### src/rtl/apb_master_arbiter_pkg.sv
// Shared APB definitions: FSM states, default widths,
// requester indices and slave base addresses.
package apb_pkg;

  typedef enum logic [1:0] {
    ST_IDLE,
    ST_SETUP,
    ST_ACCESS
  } apb_state_e;

  localparam int APB_ADDR_W = 32;
  localparam int APB_DATA_W = 32;

  localparam logic REQ0 = 1'b0;
  localparam logic REQ1 = 1'b1;

  localparam logic [31:0] UART_BASE = 32'h1000_0000;
  localparam logic [31:0] GPIO_BASE = 32'h1000_1000;

endpackage

### src/rtl/rr_arbiter2.sv
// Two-way round-robin grant; last_grant advances on en.
// Ports: clk, rst_n, req[1:0], en -> gnt_idx, gnt_any.
module rr_arbiter2
  import apb_pkg::*;
(
  input  logic       clk,
  input  logic       rst_n,
  input  logic [1:0] req,
  input  logic       en,
  output logic       gnt_idx,
  output logic       gnt_any
);

  logic last_grant;

  assign gnt_any = |req;

  always_comb begin
    gnt_idx = REQ0;
    unique case (req)
      2'b11:   gnt_idx = ~last_grant;
      2'b10:   gnt_idx = REQ1;
      default: gnt_idx = REQ0;
    endcase
  end

  // Reset to REQ1 so requester 0 wins the first contest.
  always_ff @(posedge clk or negedge rst_n) begin
    if (!rst_n) begin
      last_grant <= REQ1;
    end else if (en && gnt_any) begin
      last_grant <= gnt_idx;
    end
  end

endmodule

### src/rtl/apb_master_arbiter.sv
// Two-requester APB3 master with round-robin and timeout.
// Ports: PCLK/PRESETn, req0_*/req1_* handshakes, APB bus.
module apb_master_arbiter
  import apb_pkg::*;
#(
  parameter int ADDR_W  = APB_ADDR_W,
  parameter int DATA_W  = APB_DATA_W,
  parameter int TIMEOUT = 16
) (
  input  logic              PCLK,
  input  logic              PRESETn,
  input  logic              req0_valid,
  input  logic              req0_write,
  input  logic [ADDR_W-1:0] req0_addr,
  input  logic [DATA_W-1:0] req0_wdata,
  output logic              req0_accept,
  output logic              req0_done,
  output logic [DATA_W-1:0] req0_rdata,
  output logic              req0_err,
  input  logic              req1_valid,
  input  logic              req1_write,
  input  logic [ADDR_W-1:0] req1_addr,
  input  logic [DATA_W-1:0] req1_wdata,
  output logic              req1_accept,
  output logic              req1_done,
  output logic [DATA_W-1:0] req1_rdata,
  output logic              req1_err,
  output logic              PSEL,
  output logic              PENABLE,
  output logic              PWRITE,
  output logic [ADDR_W-1:0] PADDR,
  output logic [DATA_W-1:0] PWDATA,
  input  logic [DATA_W-1:0] PRDATA,
  input  logic              PREADY,
  input  logic              PSLVERR
);

  localparam int CW = $clog2(TIMEOUT);

  apb_state_e        state;
  logic              owner;
  logic [CW-1:0]     cnt;
  logic [DATA_W-1:0] rdata0_q;
  logic [DATA_W-1:0] rdata1_q;

  logic              access;
  logic              timeout;
  logic              complete;
  logic              arb_en;
  logic              take;
  logic              gnt_idx;
  logic              gnt_any;
  logic              comp_err;
  logic [DATA_W-1:0] comp_rdata;
  logic              sel_write;
  logic [ADDR_W-1:0] sel_addr;
  logic [DATA_W-1:0] sel_wdata;

  rr_arbiter2 u_arb (
    .clk     (PCLK),
    .rst_n   (PRESETn),
    .req     ({req1_valid, req0_valid}),
    .en      (arb_en),
    .gnt_idx (gnt_idx),
    .gnt_any (gnt_any)
  );

  // PREADY on the last allowed cycle wins over timeout.
  assign access   = (state == ST_ACCESS);
  assign timeout  = access && !PREADY && (cnt == CW'(TIMEOUT - 1));
  assign complete = access && (PREADY || timeout);
  assign arb_en   = PRESETn && ((state == ST_IDLE) || complete);
  assign take     = arb_en && gnt_any;

  assign comp_err   = !PREADY || PSLVERR;
  assign comp_rdata = (PREADY && !PWRITE) ? PRDATA : '0;

  assign sel_write = gnt_idx ? req1_write : req0_write;
  assign sel_addr  = gnt_idx ? req1_addr  : req0_addr;
  assign sel_wdata = gnt_idx ? req1_wdata : req0_wdata;

  assign req0_accept = take && (gnt_idx == REQ0);
  assign req1_accept = take && (gnt_idx == REQ1);
  assign req0_done   = complete && (owner == REQ0);
  assign req1_done   = complete && (owner == REQ1);
  assign req0_err    = req0_done && comp_err;
  assign req1_err    = req1_done && comp_err;
  assign req0_rdata  = req0_done ? comp_rdata : rdata0_q;
  assign req1_rdata  = req1_done ? comp_rdata : rdata1_q;

  always_ff @(posedge PCLK or negedge PRESETn) begin
    if (!PRESETn) begin
      state    <= ST_IDLE;
      PSEL     <= 1'b0;
      PENABLE  <= 1'b0;
      PWRITE   <= 1'b0;
      PADDR    <= '0;
      PWDATA   <= '0;
      owner    <= REQ0;
      cnt      <= '0;
      rdata0_q <= '0;
      rdata1_q <= '0;
    end else begin
      if (take) begin
        PWRITE <= sel_write;
        PADDR  <= sel_addr;
        PWDATA <= sel_wdata;
        owner  <= gnt_idx;
      end
      unique case (state)
        ST_IDLE: begin
          if (take) begin
            state   <= ST_SETUP;
            PSEL    <= 1'b1;
            PENABLE <= 1'b0;
          end
        end
        ST_SETUP: begin
          state   <= ST_ACCESS;
          PENABLE <= 1'b1;
          cnt     <= '0;
        end
        ST_ACCESS: begin
          if (complete) begin
            cnt <= '0;
            if (owner == REQ0) rdata0_q <= comp_rdata;
            else               rdata1_q <= comp_rdata;
            if (take) begin
              state   <= ST_SETUP;
              PENABLE <= 1'b0;
            end else begin
              state   <= ST_IDLE;
              PSEL    <= 1'b0;
              PENABLE <= 1'b0;
            end
          end else begin
            cnt <= cnt + CW'(1);
          end
        end
        default: state <= ST_IDLE;
      endcase
    end
  end

endmodule
### config.mk
export PLATFORM = sky130hd
export DESIGN_NAME = apb_master_arbiter
export DESIGN_NICKNAME = d
export VERILOG_FILES = /design/src/rtl/apb_master_arbiter_pkg.sv /design/src/rtl/rr_arbiter2.sv /design/src/rtl/apb_master_arbiter.sv
export SDC_FILE = /design/constraint.sdc
export NUM_CORES = 1
export LEC_CHECK = 0
export BUFFER_PORTS_ARGS = -buffer_cell sky130_fd_sc_hd__buf_2
export CAP_MARGIN = 20
export CELL_PAD_IN_SITES_DETAIL_PLACEMENT = 0
export CELL_PAD_IN_SITES_GLOBAL_PLACEMENT = 1
export CORE_MARGIN = 8
export CORE_UTILIZATION = 36
export CTS_CLUSTER_DIAMETER = 100
export DETAILED_ROUTE_END_ITERATION = 8
export HOLD_SLACK_MARGIN = 0.1
export PLACE_DENSITY = 0.86
export RECOVER_POWER = 100
export SYNTH_ARGS = -nofsm -noshare
export SYNTH_HDL_FRONTEND = slang
export SYNTH_SLANG_ARGS = --single-unit
### constraint.sdc
create_clock -name PCLK -period 2.1 [get_ports PCLK]
set_input_delay 0.105 -clock PCLK [delete_from_list [all_inputs] [get_ports PCLK]]
set_output_delay 0.105 -clock PCLK [all_outputs]
set_load 0.05 [all_outputs]
==> flow_summary.toml, run 1 <==
[sta]
max_freq_mhz = 444
fin_ws_ns = -0.153
setup_viol = 62
fin_crit_ns = 2.25
finalMaxSlewViolations = 0
finalHoldViolCount = 0
worstMarginPinSlew_ns = 1.41
rsz0062_at_grt = "true"
fin_crit_sh_pct = 107
relSlewSlack_pct = 6.21
fin_skew_ns = 0.00981

[global_routing]
grt_max_degree = 76
antenna_found_initial = 7
grt_pass1_wl_microns = 39900
first_global_vias = 7141
grt_use_total_pct = 21.7
overflow = 0

[logic_synthesis]
yosysTopAreaCell = "dfrtp_1"
synth.avg_cell_area_sq_um = 13.5
ys_ff_latch = 139
async_reset_ff_share_pct = 100
syn_inst = 498
yosys-top-cells-area = "dfrtp_1, mux2_2, a22o_1"
synth.most_common_cell = "dfrtp_1"
synth.cell_area_sq_mm = 0.00671
yosysTopAreaCellShare_pct = 51.5
synthTopCellsByCount = "dfrtp_1, mux2_2, a22o_1, buf_2, clkbuf_1"
syn-num-nets = 671
ys_types = 37
yosysSeqAreaShare_pct = 51.9
synth_edf_count = 0
synth_warnings = 0
ys_dominant_reg_cell = "dfrtp_1"

[final_layout]
area_growth_pct = 83.9
design_area_sq_mm = 0.0123
final_nets = 1196
drive_gt1_share_pct = 54.6

[die]
rows = 50
floorplan.initialDensity_pct = 36.2
coreArea_sq_mm = 0.0185
ioPinCount = 305
die_h_microns = 152
die_w_microns = 152
dieArea_sq_mm = 0.0233

[status]
violations = "setup timing"
outcome = "finished with violations"

[cts]
cts_tree = "built"
cts_buffers = 17
clock-root-buffer = "clkbuf_16"
cts.path.max_buffers = 2
htree_levels = 4
path_clk_slew_ns = 0.06
clk_latency_ns = 0.42
cts_sinks = 139

[setup_path]
start_kind = "flop"
cp.arrival_ns = 2.15
required_ns = 2.00
worstSetupPathType = "reg -> out"
cp_max_fo = 14
rrSetupSlack_ns = 0.07
cp-end-kind = "primary output"
ff2ff_path_depth = 5
r2r-end = "PADDR[13]"
r2r-start = "u_arb.last_grant"

[route]
post_drt_wl_per_cell_microns = 21.7
dr.first_iter.drc_count = 381
drt_pass1_iterations = 4
drcViolationCount = 0
postRouteAntennaNets = 0
wl_microns = 27700
routed_via_density = 5.22
vias = 6661

[placement]
port_buffers = 304
dp_hpwl_microns = 14900
placed_cell_area_sq_mm = 0.00876
gp_congestion = 0.812

[min_path]
whs_path_depth = 3
holdCritStartpoint = "req0_addr[6]"
hold_class = "in -> reg"
min_to = "PADDR[6]"

[power]
total_power_mw = 19.7
vdd_drop_max_mv = 1.05
power_density_mw_per_mm2 = 1590
leakage_nw = 5.68

[run]
drv_cap = 0
[cell type report]
cell class              count  area, sq um
diodes                      7         17.5
clock buffers              19          443
clock inverters            11          121
fillers                  1300         6190
inverters                   7         28.8
multi-input cells         309         3340
flip-flops and latches    139         3480
well taps                 234          293
repair buffers            549         4610
[critical path, cell delays in order, from the launching register on]
cell       delay [ns]
dfrtp_1          0.38
inv_2            0.09
ha_4             0.15
inv_2            0.04
or3_4            0.44
clkbuf_16        0.21
a22o_2           0.27
buf_6            0.15
[layer usage]
| metal | GRT usage (%) | up-vias | routed length, microns | share of wire [%] |
|---|---|---|---|---|
| met4 | 14.8 | 0 | 1480 | 5.3 |
| met1 | 23.2 | 3306 | 10400 | 38 |
| met2 | 37.5 | 275 | 14300 | 52 |
| li1 | - | 2987 | - | - |
| met5 | 0 | - | 0 | 0 |
| met3 | 5.47 | 93 | 1500 | 5.4 |
[cells in the final DEF (no fill, tap or decap), drive strengths merged, types with 3 or more instances in the layout]
| cell | netlist | layout |
|---|---|---|
| buf | 26 | 304 |
| dlygate4sd3 | 0 | 164 |
| dfrtp | 138 | 138 |
| mux2 | 134 | 134 |
| a22o | 124 | 124 |
| clkbuf | 18 | 98 |
| inv | 7 | 9 |
| diode | 0 | 7 |
| clkinv | 0 | 5 |
| ha | 5 | 5 |
| nand3 | 4 | 4 |
| o2bb2ai | 4 | 4 |
| o31ai | 3 | 3 |
| and2 | 2 | 3 |
| o21ai | 3 | 3 |
[repair_timing]
action,CTS,global route
resized for setup,154,75
endpoints found under the hold margin,268,6
cloned,7,10
endpoints found under the setup margin,68,128
pin swaps,3,13
setup buffers,15,26
hold buffers,164,6
[through the flow]
stage,setup TNS [ns],cells,util [%],hold WS [ns],setup WS [ns]
after floorplan,0,498,-,-0.191,0.0786
after global placement,0,1022,47.3,-0.104,0.107
after detailed placement,0,1022,47.3,-0.104,0.0783
after CTS,-6.15,1237,63.7,0.102,-0.193
after global routing,-9.99,1275,66.6,0.105,-0.203
final,-5.83,1275,66.6,0.117,-0.153
[worst max-delay path by stage]
stage | start | endpoint | slack (ns) | cells after the start
after CTS | state[1] | req0_accept | -0.19 | 7
final | state[0] | req0_rdata[22] | -0.15 | 7
after floorplan | cnt[0] | req1_rdata[30] | 0.08 | 6
after global routing | state[0] | req0_rdata[26] | -0.20 | 7
after detailed placement | state[0] | req0_rdata[12] | 0.08 | 7
after global placement | state[0] | req0_rdata[19] | 0.11 | 7
[state kept, by name, indices dropped and copies added, names as in the netlist, 2 cells and up]
register / flops
PWDATA: 32
PADDR: 32
state: 2
rdata0_q: 32
cnt: 4
rdata1_q: 32
[power by group]
part / switching [mW] / internal, mW / total (mW)
clock: 1.15 / 1.76 / 2.92
combinational: 7.23 / 4.75 / 12.0
sequential: 0.802 / 3.96 / 4.76
[cell families (layout without fill, tap and decap cells)]
| kind of cell | after synthesis | after routing | synth area share, % |
|---|---|---|---|
| adders and majority gates | 5 | 5 | 0.933 |
| DFF | 139 | 139 | 51.9 |
| other | 0 | 7 | 0 |
| AOI/OAI and AO/OA | 146 | 146 | 19.1 |
| muxes | 136 | 136 | 22.8 |
| and+or+nand+nor | 21 | 22 | 1.79 |
| buffers and inverters | 51 | 586 | 3.49 |
No activity file was read; power rests on OpenSTA's default activity.
==> run 2, diff against run 1 <==
- ABC_AREA: default -> 1
- CORE_UTILIZATION: 36 -> 33
==> flow_summary.toml, run 2 <==
[die]
ioPinCount = 305
rows = 54
dieArea_sq_mm = 0.0267
die_w_microns = 163
coreArea_sq_mm = 0.0216
floorplan.initialDensity_pct = 33.2
die_h_microns = 163

[sta]
finalHoldViolCount = 0
fin_hold_ws_ns = 0.122
fin_tns_setup_ns = 0
setup_viol = 0
finalMaxSlewViolations = 0
fin_crit_sh_pct = 98.8
relSlewSlack_pct = 13.5
fin_skew_ns = 0.00838
rsz0062_at_grt = "true"
max_freq_mhz = 482
worstMarginPinSlew_ns = 1.30
fin_crit_ns = 2.07

[global_routing]
antenna_found_initial = 2
first_global_vias = 8256
grt_pass1_wl_microns = 42000
grt_max_degree = 93
grt_use_total_pct = 19.6
overflow = 0

[route]
drt_pass1_iterations = 6
drcViolationCount = 0
routed_via_density = 4.57
dr.first_iter.drc_count = 378
vias = 7882
wl_microns = 27200
post_drt_wl_per_cell_microns = 15.8
postRouteAntennaNets = 0

[logic_synthesis]
ys_ff_latch = 139
syn_inst = 968
async_reset_ff_share_pct = 100
syn-num-nets = 1141
ys_dominant_reg_cell = "dfrtp_1"
synth.avg_cell_area_sq_um = 7.39
synthTopCellsByCount = "nand2_1, dfrtp_1, nand3_1, inv_1, nor2_4"
ys_types = 28
synth_edf_count = 0
synth_warnings = 0
yosys-top-cells-area = "dfrtp_1, nand2_1, nand3_1"
yosysSeqAreaShare_pct = 48.6
yosysTopAreaCell = "dfrtp_1"
yosysTopAreaCellShare_pct = 48.3
synth.cell_area_sq_mm = 0.00716
synth.most_common_cell = "nand2_1"

[setup_path]
start_kind = "flop"
worstSetupPathType = "reg -> out"
critPathTopFamily = "simple AND/OR/NAND/NOR gates"
cp.arrival_ns = 1.97
required_ns = 2.00
cp-end-kind = "primary output"
path_cells = "ha_2 > nand3_2 > a21oi_4 > nand2_4 > inv_8 > buf_4 > nand2_1 > nand2_1 > buf_6"
cpMostUsedCell = "nand2_1"
slowest_stage = "dfrtp_1"
critPathMaxStageDelay_ns = 0.36
cp_max_fo = 7
cp_num_buf_inv = 3

[power]
p_comb_share_pct = 57.4
power_density_mw_per_mm2 = 1470
intPower_mw = 9.10
leakage_nw = 6.93
total_power_mw = 18.0
pwr-share-clk_pct = 18.9
p_switching_mw = 8.86
vdd_drop_max_mv = 0.637
seqPwrFrac_pct = 23.7
swShare_pct = 49.3

[placement]
placed_cells = 1518
dp_hpwl_microns = 16800
gp_congestion = 0.815
port_buffers = 304

[cts]
clock-root-buffer = "clkbuf_16"
cts.path.max_buffers = 2
cts_sinks = 139
cts_tree = "built"
path_clk_slew_ns = 0.06
htree_levels = 4
cts_buffers = 17
clk_latency_ns = 0.41

[final_layout]
fin_cells = 1724
area_growth_pct = 70.4
fill_cells = 1861
diodes = 0
fin_util_pct = 56.6
final_nets = 1607
final_common_cell = "nand2_1"
mostFrequentLayoutCells = "nand2_1, buf_2, dlygate4sd3_1, dfrtp_1, nand3_1"
drive_gt1_share_pct = 28.9

[status]
outcome = "finished, final reports clean"

[min_path]
hold_class = "in -> reg"

[run]
drv_cap = 0
==> run 2: cell types whose count changed after synthesis, moves of 5 or more <==
cell	delta
nand2_1	+597
nor2_4	+30
mux2_2	-132
clkbuf_1	-8
buf_4	+10
inv_1	+36
nand3_1	+64
nor2_1	+5
a22o_1	-124
==> run 2: cell type report <==
type	count	area (sq um)	share of cell area [%]
sequential	139	3480	28.5
clock inverter	11	219	1.80
clock buffer	18	439	3.60
tap	280	350	2.87
inverter	46	198	1.62
multi-input combinational	732	3480	28.6
timing repair buffer	498	4020	33.0
==> run 2: metrics by stage <==
stage          instance area (sq um)  setup WS, ns
6_report                       12200        0.0259
5_1_grt                        12200       -0.0763
4_1_cts                        11800       -0.0516
3_5_place_dp                    8960         0.194
3_3_place_gp                    8960         0.234
2_1_floorplan                   7160        0.0704
==> run 2: tightest hold or removal path, delay by kind of cell <==
family	cells	cell delay, ns
simple gates	4	0.32
buf+inv	1	0.08
==> run 2: routing by layer <==
metal  vias up  part of all wire [%]  GRT usage [%]
li1       3871                     -              -
met1      3636                    39           22.1
met2       312                    49           33.1
met3        59                   8.5           7.06
met4         4                   3.1           7.96
met5         -                 0.084              0
==> run 2: path summary, 6_finish.rpt <==
| check | startpoint | end | slack (ns) | cells past startpoint |
|---|---|---|---|---|
| max in group asynchronous | PRESETn | PADDR[29] | 0.57 | 3 |
| worst min register to register | PADDR[22] | PADDR[22] | 0.47 | 2 |
| worst max register to register | u_arb.last_grant | PWDATA[5] | 0.12 | 8 |
| min in group asynchronous | PRESETn | state[0] | 0.62 | 3 |
| worst max-delay path | cnt[1] | req1_rdata[24] | 0.03 | 9 |
| worst min-delay path | req0_wdata[8] | PWDATA[8] | 0.12 | 5 |
==> run 2: power groups by stage <==
stage               Combinational (mW)  Sequential [mW]  Clock, mW
CTS                               9.94             4.21       3.49
global placement                  8.61             4.21          0
floorplan                         4.45             6.21          0
detailed placement                8.67             4.24          0
finish                            10.3             4.26       3.40
global route                      10.9             4.37       3.63
==> run 2: cells by family (layout without fill, tap and decap cells) <==
logic type / Yosys count / count (layout) / share of synthesized area (%)
compound gates: 13 / 13 / 1.21
xor+xnor: 2 / 2 / 0.245
fa+ha+maj: 5 / 5 / 0.874
buf+inv: 97 / 573 / 6.91
flops: 139 / 139 / 48.6
simple gates: 712 / 712 / 42.1
==> run 2: what timing repair did <==
| item | in CTS | in global routing |
|---|---|---|
| hold buffers | 160 | 0 |
| cloned | 1 | 5 |
| setup endpoints to repair | 69 | 86 |
| pin swaps | 2 | 20 |
| buffers inserted | 8 | 3 |
| endpoints found under the hold margin | 267 | 0 |
| gates resized for setup | 165 | 106 |
==> run 3, diff against run 2 <==
- PLACE_DENSITY: 0.86 -> default
- PLACE_DENSITY_LB_ADDON: default -> 0.1
==> flow_summary.toml, run 3 (synthesis gave the netlist of run 2 again) <==
[sta]
relSlewSlack_pct = 13.8
fin_hold_ws_ns = 0.231
finalHoldViolCount = 0
fin_crit_ns = 2.05
finalMaxSlewViolations = 0
fin_crit_sh_pct = 97.6
fin_tns_setup_ns = 0
setup_viol = 0
max_freq_mhz = 488
worstMarginPinSlew_ns = 1.29
fin_ws_ns = 0.0503
fin_skew_ns = 0.0128
rsz0062_at_grt = "true"

[power]
power_density_mw_per_mm2 = 1440
vdd_drop_max_mv = 0.666
leakage_nw = 6.99
intPower_mw = 8.91
p_comb_share_pct = 58.8
pwr-share-clk_pct = 17.5
total_power_mw = 17.8
swShare_pct = 50.0
seqPwrFrac_pct = 23.7
p_switching_mw = 8.90

[global_routing]
first_global_vias = 7843
overflow = 0
grt_max_degree = 140
antenna_found_initial = 1
grt_use_total_pct = 19.1
grt_pass1_wl_microns = 40900

[die]
coreArea_sq_mm = 0.0216
floorplan.initialDensity_pct = 33.2
dieArea_sq_mm = 0.0267
die_h_microns = 163
rows = 54
die_w_microns = 163
ioPinCount = 305

[final_layout]
drive_gt1_share_pct = 31.0
mostFrequentLayoutCells = "nand2_1, buf_2, dlygate4sd3_1, dfrtp_1, nand2_2"
area_growth_pct = 72.8
fin_util_pct = 57.4
final_nets = 1614
diodes = 0
fill_cells = 2030
final_common_cell = "nand2_1"
design_area_sq_mm = 0.0124
fin_cells = 1733

[route]
routed_via_density = 4.40
post_drt_wl_per_cell_microns = 15.3
vias = 7632
postRouteAntennaNets = 0
drcViolationCount = 0
wl_microns = 26500
drt_pass1_iterations = 4
dr.first_iter.drc_count = 325

[setup_path]
critPathMaxStageDelay_ns = 0.40
required_ns = 2.00
r2r-end = "PADDR[17]"
slowest_stage = "dfrtp_1"
rrSetupSlack_ns = 0.12
critPathTopFamily = "buffers and inverters"
cp.arrival_ns = 1.94
cp-end-kind = "primary output"
cp_num_buf_inv = 3
cp_max_fo = 8
r2r-start = "u_arb.last_grant"
start_kind = "flop"
worstSetupPathType = "reg -> out"
path_cells = "ha_4 > nand3_4 > a21oi_4 > nand2_4 > clkinv_8 > clkbuf_16 > nand2_1 > nand2_2 > buf_6"
ff2ff_path_depth = 9

[placement]
dpl_worst_slack_ns = 0.223
gp_congestion = 0.778
port_buffers = 304
placed_cells = 1518
dp_hpwl_microns = 17000
placed_cell_area_sq_mm = 0.00896

[cts]
path_clk_slew_ns = 0.06
htree_levels = 4
cts_buffers = 17
clock-root-buffer = "clkbuf_16"
cts.path.max_buffers = 2
clk_latency_ns = 0.41
cts_tree = "built"
cts_sinks = 139

[min_path]
holdCritStartpoint = "PREADY"
hold_class = "in -> reg"
whs_path_depth = 4
min_to = "cnt[2]"

[run]
drv_cap = 0

[status]
outcome = "finished, final reports clean"
==> run 3: cell types whose count changed in the layout (fill, tap and decap cells not counted), sizes merged <==
cell         before  now
bufinv            6    3
clkbuf           93   94
clkinvlp          1    4
dlygate4sd3     160  163
buf             263  267
inv              46   47
==> run 3: how the worst max path moves through the flow <==
| stage | start | end | cells after the start |
|---|---|---|---|
| 2_1_floorplan | state[0] | req0_err | 7 |
| 3_3_place_gp | state[0] | req0_rdata[5] | 10 |
| 3_5_place_dp | state[0] | req0_rdata[31] | 10 |
| 4_1_cts | cnt[0] | req1_rdata[13] | 9 |
| 5_1_grt | cnt[0] | req1_rdata[4] | 9 |
| 6_report | cnt[0] | req0_rdata[28] | 9 |
==> run 3: what timing repair did <==
action	in CTS	in global routing
hold endpoints to repair	262	0
pin swaps	2	38
buffers inserted	10	2
hold buffers	163	0
resized for setup	157	150
endpoints found under the setup margin	70	99
cloned	3	6
==> run 3: area by class of cell <==
| class | count | area, sq um | area share (%) |
|---|---|---|---|
| multi-input cells | 732 | 3540 | 28.6 |
| clock buffers | 19 | 443 | 3.58 |
| flip-flops and latches | 139 | 3480 | 28.1 |
| inverters | 46 | 205 | 1.66 |
| clock inverters | 12 | 164 | 1.33 |
| repair buffers | 505 | 4190 | 33.9 |
| well taps | 280 | 350 | 2.83 |
==> run 3: power by group through the flow <==
stage	sequential [mW]	clock, mW	combinational, mW
floorplan	6.21	0	4.45
global placement	4.21	0	8.74
detailed placement	4.22	0	8.75
CTS	4.20	3.20	10.1
global route	4.35	3.32	11.2
finish	4.23	3.12	10.5
==> run 3: tightest hold or removal path: cells and delay by family <==
kind | cells | cell delay [ns]
AO/OA/AOI/OAI | 1 | 0.09
buffers and inverters | 2 | 0.20
AND/OR/NAND/NOR | 1 | 0.20
==> run 3: metal layers <==
layer	wire length [microns]	track usage, %	part of all wire [%]	up-vias
met1	10800	22.5	41	3522
met4	300	5.21	1.1	2
met3	1830	6.30	6.9	19
met2	13600	32.7	51	207
li1	-	-	-	3882
met5	8	0	0.030	-
